<file path="config.mk">
export PLATFORM = sky130hd
export DESIGN_NAME = tank_sensor_emulator_flat
export DESIGN_NICKNAME = d
export VERILOG_FILES = /design/src/rtl/tank_sensor_emulator_if.sv /design/src/rtl/tank_sensor_emulator.sv /design/src/flat_wrapper.sv
export SDC_FILE = /design/constraint.sdc
export NUM_CORES = 1
export LEC_CHECK = 0
export ABC_CLOCK_PERIOD_IN_PS = 2750
export BUFFER_PORTS_ARGS = -buffer_cell sky130_fd_sc_hd__buf_2
export CAP_MARGIN = 15
export CORE_ASPECT_RATIO = 1.4
export CORE_MARGIN = 1
export CORE_UTILIZATION = 35
export CTS_BUF_LIST = sky130_fd_sc_hd__clkbuf_8
export DETAILED_ROUTE_END_ITERATION = 12
export PLACE_DENSITY = 0.55
export SLEW_MARGIN = 30
export SYNTH_ARGS = -nofsm -noshare
export SYNTH_HDL_FRONTEND = slang
export SYNTH_SLANG_ARGS = --single-unit
</file>
<file path="constraint.sdc">
create_clock -name clk_100MHz -period 2.75 [get_ports clk_100MHz]
set_clock_uncertainty 0.05 [all_clocks]
set_input_delay 0.55 -clock clk_100MHz [delete_from_list [all_inputs] [get_ports clk_100MHz]]
set_output_delay 0.55 -clock clk_100MHz [all_outputs]
set_load 0.02 [all_outputs]
</file>
<file path="src/rtl/tank_sensor_emulator_if.sv">
`default_nettype none
// ============================================================================
// Module      : tank_sensor_emulator_if
// Description : Control/status bundle of the tank sensor emulator.
//               master : the controller side (bench, bring-up host)
//               slave  : the emulator itself
//               Signals:
//                 fill / drain          level-sensitive motion requests
//                 load_valid/level/ready seek handshake and target
//                 fault_load/sel/mode   fault injection strobe and setting
//                 sensors_out           8-bit thermometer sensor bus
//                 level / full / empty  simulated level and its limits
// Revision    : 1.0 - initial release
// ============================================================================
interface tank_sensor_emulator_if;
    logic       fill;
    logic       drain;
    logic       load_valid;
    logic [7:0] load_level;
    logic       load_ready;
    logic       fault_load;
    logic [2:0] fault_sel;
    logic [1:0] fault_mode;
    logic [7:0] sensors_out;
    logic [7:0] level;
    logic       full;
    logic       empty;

    modport master (
        output fill, drain, load_valid, load_level,
        output fault_load, fault_sel, fault_mode,
        input  load_ready, sensors_out, level, full, empty
    );

    modport slave (
        input  fill, drain, load_valid, load_level,
        input  fault_load, fault_sel, fault_mode,
        output load_ready, sensors_out, level, full, empty
    );
endinterface
`default_nettype wire

</file>
<file path="src/rtl/tank_sensor_emulator.sv">
`default_nettype none
// ============================================================================
// Module      : tank_sensor_emulator
// Description : Simulated liquid level driving an 8-bit thermometer-coded
//               level-sensor bus. The level fills, drains or seeks to a
//               commanded target, one unit per prescaler tick.
//               Optional fault injection (compile macro SENSOR_FAULT_EN)
//               forces one sensor bit stuck-0, stuck-1 or inverted.
// Ports       : clk_100MHz  single clock
//               reset_n     asynchronous active-low reset
//               bus         tank_sensor_emulator_if.slave (controls, status)
// Parameters  : TICK_DIV         clock cycles per level step (>= 2)
//               STEPS_PER_SENSOR level units between sensors (1..28)
// Revision    : 1.0 - initial release
// ============================================================================
module tank_sensor_emulator #(
    parameter int TICK_DIV         = 100000,
    parameter int STEPS_PER_SENSOR = 16
) (
    input  logic                         clk_100MHz,
    input  logic                         reset_n,
    tank_sensor_emulator_if.slave        bus
);

    localparam int              c_pw        = (TICK_DIV > 2) ? $clog2(TICK_DIV) : 1;
    localparam logic [c_pw-1:0] c_tick_last = c_pw'(TICK_DIV - 1);
    localparam logic [7:0]      c_level_max = 8'(9 * STEPS_PER_SENSOR - 1);

    typedef enum logic [1:0] {
        S_IDLE  = 2'd0,
        S_FILL  = 2'd1,
        S_DRAIN = 2'd2,
        S_SEEK  = 2'd3
    } state_t;

    state_t          r_state;
    logic [c_pw-1:0] r_presc;
    logic [7:0]      r_level;
    logic [7:0]      r_target;
    logic            r_load_ready;
    logic [7:0]      r_sensors;

    logic            w_tick;
    logic            w_accept;
    logic            w_fill_only;
    logic            w_drain_only;
    logic [7:0]      w_target;
    logic [7:0]      w_clean;
    logic [7:0]      w_sens_next;

    assign w_tick       = (r_presc == c_tick_last);
    assign w_accept     = bus.load_valid & r_load_ready;
    assign w_fill_only  = bus.fill & ~bus.drain;
    assign w_drain_only = bus.drain & ~bus.fill;
    assign w_target     = (bus.load_level > c_level_max) ? c_level_max : bus.load_level;

    // Free-running prescaler; its phase never depends on the FSM.
    always_ff @(posedge clk_100MHz or negedge reset_n) begin
        if (!reset_n) begin
            r_presc <= '0;
        end else if (w_tick) begin
            r_presc <= '0;
        end else begin
            r_presc <= r_presc + c_pw'(1);
        end
    end

    // Level FSM. A seek request wins over fill/drain in every non-SEEK state.
    always_ff @(posedge clk_100MHz or negedge reset_n) begin
        if (!reset_n) begin
            r_state      <= S_IDLE;
            r_level      <= 8'd0;
            r_target     <= 8'd0;
            r_load_ready <= 1'b1;
        end else begin
            case (r_state)
                S_IDLE: begin
                    if (w_accept) begin
                        r_target     <= w_target;
                        r_state      <= S_SEEK;
                        r_load_ready <= 1'b0;
                    end else if (w_fill_only) begin
                        r_state <= S_FILL;
                    end else if (w_drain_only) begin
                        r_state <= S_DRAIN;
                    end
                end
                S_FILL: begin
                    if (w_accept) begin
                        r_target     <= w_target;
                        r_state      <= S_SEEK;
                        r_load_ready <= 1'b0;
                    end else if (!w_fill_only) begin
                        r_state <= S_IDLE;
                    end else if (w_tick && (r_level != c_level_max)) begin
                        r_level <= r_level + 8'd1;
                    end
                end
                S_DRAIN: begin
                    if (w_accept) begin
                        r_target     <= w_target;
                        r_state      <= S_SEEK;
                        r_load_ready <= 1'b0;
                    end else if (!w_drain_only) begin
                        r_state <= S_IDLE;
                    end else if (w_tick && (r_level != 8'd0)) begin
                        r_level <= r_level - 8'd1;
                    end
                end
                S_SEEK: begin
                    // Arrival is checked before stepping, so a target equal to
                    // the current level exits on the next cycle with no tick.
                    if (r_level == r_target) begin
                        r_state      <= S_IDLE;
                        r_load_ready <= 1'b1;
                    end else if (w_tick) begin
                        if (r_target > r_level) begin
                            r_level <= r_level + 8'd1;
                        end else begin
                            r_level <= r_level - 8'd1;
                        end
                    end
                end
                default: begin
                    r_state      <= S_IDLE;
                    r_load_ready <= 1'b1;
                end
            endcase
        end
    end

    // Clean thermometer code: sensor i is wet once level reaches (i+1) steps.
    for (genvar gi = 0; gi < 8; gi++) begin : g_clean
        localparam logic [7:0] c_thresh = 8'((gi + 1) * STEPS_PER_SENSOR);
        assign w_clean[gi] = (r_level >= c_thresh);
    end

`ifdef SENSOR_FAULT_EN
    logic [2:0] r_fault_sel;
    logic [1:0] r_fault_mode;

    always_ff @(posedge clk_100MHz or negedge reset_n) begin
        if (!reset_n) begin
            r_fault_sel  <= 3'd0;
            r_fault_mode <= 2'b00;
        end else if (bus.fault_load) begin
            r_fault_sel  <= bus.fault_sel;
            r_fault_mode <= bus.fault_mode;
        end
    end

    always_comb begin
        w_sens_next = w_clean;
        case (r_fault_mode)
            2'b01:   w_sens_next[r_fault_sel] = 1'b0;
            2'b10:   w_sens_next[r_fault_sel] = 1'b1;
            2'b11:   w_sens_next[r_fault_sel] = ~w_clean[r_fault_sel];
            default: w_sens_next = w_clean;
        endcase
    end
`else
    // Fault controls are accepted on the bus but have no effect in this build.
    wire w_unused_fault = ^{bus.fault_load, bus.fault_sel, bus.fault_mode};

    assign w_sens_next = w_clean;
`endif

    // Registered sensor bus: lags level by one cycle.
    always_ff @(posedge clk_100MHz or negedge reset_n) begin
        if (!reset_n) begin
            r_sensors <= 8'h00;
        end else begin
            r_sensors <= w_sens_next;
        end
    end

    assign bus.sensors_out = r_sensors;
    assign bus.level       = r_level;
    assign bus.load_ready  = r_load_ready;
    assign bus.full        = (r_level == c_level_max);
    assign bus.empty       = (r_level == 8'd0);

endmodule
`default_nettype wire

</file>
<file path="src/flat_wrapper.sv">
// flat-port wrapper written by rule: the top's interface ports become plain ports
module tank_sensor_emulator_flat 
#(
    parameter int TICK_DIV         = 100000,
    parameter int STEPS_PER_SENSOR = 16
)
  (clk_100MHz, reset_n, bus_fill, bus_drain, bus_load_valid, bus_load_level, bus_fault_load, bus_fault_sel, bus_fault_mode, bus_load_ready, bus_sensors_out, bus_level, bus_full, bus_empty);
  tank_sensor_emulator_if bus_i ();
  input  logic clk_100MHz;
  input  logic reset_n;
  input wire logic [$bits(bus_i.fill)-1:0] bus_fill;
  input wire logic [$bits(bus_i.drain)-1:0] bus_drain;
  input wire logic [$bits(bus_i.load_valid)-1:0] bus_load_valid;
  input wire logic [$bits(bus_i.load_level)-1:0] bus_load_level;
  input wire logic [$bits(bus_i.fault_load)-1:0] bus_fault_load;
  input wire logic [$bits(bus_i.fault_sel)-1:0] bus_fault_sel;
  input wire logic [$bits(bus_i.fault_mode)-1:0] bus_fault_mode;
  output wire logic [$bits(bus_i.load_ready)-1:0] bus_load_ready;
  output wire logic [$bits(bus_i.sensors_out)-1:0] bus_sensors_out;
  output wire logic [$bits(bus_i.level)-1:0] bus_level;
  output wire logic [$bits(bus_i.full)-1:0] bus_full;
  output wire logic [$bits(bus_i.empty)-1:0] bus_empty;
  assign bus_i.fill = bus_fill;
  assign bus_i.drain = bus_drain;
  assign bus_i.load_valid = bus_load_valid;
  assign bus_i.load_level = bus_load_level;
  assign bus_i.fault_load = bus_fault_load;
  assign bus_i.fault_sel = bus_fault_sel;
  assign bus_i.fault_mode = bus_fault_mode;
  assign bus_load_ready = bus_i.load_ready;
  assign bus_sensors_out = bus_i.sensors_out;
  assign bus_level = bus_i.level;
  assign bus_full = bus_i.full;
  assign bus_empty = bus_i.empty;
  tank_sensor_emulator #(.TICK_DIV(TICK_DIV), .STEPS_PER_SENSOR(STEPS_PER_SENSOR)) u_core (.clk_100MHz(clk_100MHz), .reset_n(reset_n), .bus(bus_i));
endmodule
</file>
==> metrics.txt <==
worst-path fanout max 5; Max IR drop VDD 464 uV; H-tree depth 2; first-pass GRT wire length 8870 um; Die W 73.4 um; Hold Path Class in -> async; Rows 36; Hold Vio Cnt, Final 0; fin nets 335; top area cells in the synthesized netlist dfrtp_1, ha_1, xnor2_1, nand2_1, nor2_1; Synth Register Bits 44; CTS max path bufs 2; Yosys top cell area share 0.431; Root Driver clkbuf_8; Total Die Area 0.00749 mm2; largest family of logic cells by synthesized area simple AND/OR/NAND/NOR gates; crit-path leading delay family simple AND/OR/NAND/NOR gates; most frequent cells in the layout dfrtp_1, buf_2, nand2_1; Initial Utilization 0.360; total CTS buffers 5; Synth warnings 0; Slew HR 0.607; Compound-Gate Fraction of Synth Area 0.150; critical path class reg -> out; Synth Flop Type dfrtp_1; clock sinks 44; initial antenna violation count 0; worst path arrival time 1950 ps; Slew @ Worst Pin 588 ps; outcome finished clean; max-slew violation count 0; Buffers on Ports 31; grt ovf 0; fin crit share 0.928; via/cell ratio 5.04; MaxCap Viol Count 0; routed wire length 5260 um; synthesized area per cell 9.68 um2; DRC Markers 0; # setup viols final 0; Chip Height 102 um; CP Capture Type primary output; Via Count 1,989; maximum number of pins on one net before global-route repair 45; Total GRT Usage 0.156; fmax 392 MHz; most common cell after layout, fill and taps aside dfrtp_1; Layout area overhead 17.4%; Final ANT Viol Nets 0; DR WL/cell 13.3 um; cell accounting for the most synthesized area dfrtp_1; First-pass DRT Iterations 4; crit path time final 2550 ps; critical path buffer and inverter count 2; I/O pin cnt 38; Reg clk slew, reported paths 90 ps; core area 0.00694 mm2; slowest stage delay, CP 520 ps; critical path, cell by cell inv_1 -> ha_1 -> or3b_2 -> nor2_2 -> buf_2; Mapped Area 0.00250 mm2; CTS tree done; Leak 1.31 nW; Synthesized Nets 293; post-synthesis adder-cell area fraction 0.0801; 1st-iter DRT viols 121; layout cells sized above 1 0.223; synthesized netlist cell count 258; number of synthesized flops with an enable pin 0; Antenna Cells 0; count of cell types in the netlist 55; post-route setup TNS 0 ps; Seq/Total Area, Yosys 0.441; FFs w/ async S/R, synth 1.00; CP Launch Type flop; Post-Synth XOR/XNOR Area 0.0596; number of setup buffers added after CTS 0; Post-CTS Hold Buffers 0; mux contribution to synthesized area 0.00851; simple-gate portion of the synthesized area 0.222; slowest CP cell or3b_2; worst-skew pair later-pin latency 300 ps; Placer Congestion 0.816; Cell Pwr Density 923 mW/mm2; RSZ-0062 raised after global routing false; vias in the first global route 1,938; Worst Hold Slack 152 ps; WP data required 2150 ps; HPWL after DPL 3820 um
## sequential cells by signal (all words and copies together), names as in the netlist
signal / flops
u_core.bus.sensors_out: 8
u_core.r_state: 2
u_core.r_target: 8
u_core.r_presc: 17
u_core.bus.load_ready: 1
u_core.bus.level: 8
## worst paths after layout
kind / endpoint / startpoint / cells past startpoint / slack, ps
worst max-delay path: bus_empty / u_core.bus.level[0] / 5 / 200
min in group clk_100MHz: u_core.r_target[3] / bus_load_level[3] / 2 / 400
worst max register to register: u_core.bus.level[3] / u_core.bus.level[0] / 9 / 240
worst min-delay path: u_core.r_presc[6] / reset_n / 2 / 150
max in group asynchronous: u_core.bus.load_ready / reset_n / 2 / 2210
worst min register to register: u_core.r_presc[0] / u_core.r_presc[0] / 1 / 450
## kinds of logic after synthesis
logic type                 after synthesis
AOI/OAI and AO/OA                       54
xor gates and xnor gates                17
adders and majority gates               16
buffers and inverters                   22
DFF                                     44
muxes                                    2
and+or+nand+nor                        103
## metrics by stage
| step | util | area, um2 | cells | power [W] | worst slack, ps |
|---|---|---|---|---|---|
| after floorplan | - | 2500 | 258 | 0.00188 | 224 |
| after global placement | 0.409 | 2830 | 388 | 0.00225 | 265 |
| after detailed placement | 0.409 | 2830 | 388 | 0.00227 | 224 |
| after CTS | 0.422 | 2930 | 395 | 0.00273 | 116 |
| after global routing | 0.423 | 2930 | 395 | 0.00294 | 76.5 |
| final | 0.423 | 2930 | 395 | 0.00271 | 197 |
## per-layer routing
layer / track usage / routed length, um / vias to the layer above
met2: 0.265 / 2590 / 38
met5: 0 / 0 / -
met1: 0.190 / 2400 / 947
met3: 0.0335 / 173 / 4
li1: - / - / 1000
met4: 0.0621 / 91 / 0
## report_power, final
group	total, W	switching (W)	internal [W]
clock network	0.000450	0.000226	0.000224
logic	0.00136	0.000815	0.000542
registers	0.000899	0.0000897	0.000809
total	0.00271	0.00113	0.00158
## area by class of cell
type                    count  area, um2
fillers                   723       4000
clock buffers               7       96.3
multi-input cells         192       1300
repair buffers             44        265
flip-flops and latches     44       1100
well taps                  95        119
inverters                  13       48.8
## Yosys cell counts, drive strengths merged, types with 2 or more instances
library cell	instances
nand3	12
o22ai	4
clkbuf	3
or2	2
inv	12
o22a	5
buf	6
xnor2	11
xor2	6
a21o	2
and3	4
nor2b	4
nand3b	3
o21bai	3
nand4	6
ha	16
nor3	5
a21oi	10
a31oi	2
nand2	25
o21ai	17
o211ai	2
nor4	6
and4	4
o21a	2
nor2	23
dfrtp	43
## repair_timing
action | in CTS | in global routing
gates resized for setup | 0 | 1
hold endpoints to repair | 0 | 0
setup endpoints to repair | 0 | 1
No activity file was read; power rests on OpenSTA's default activity.
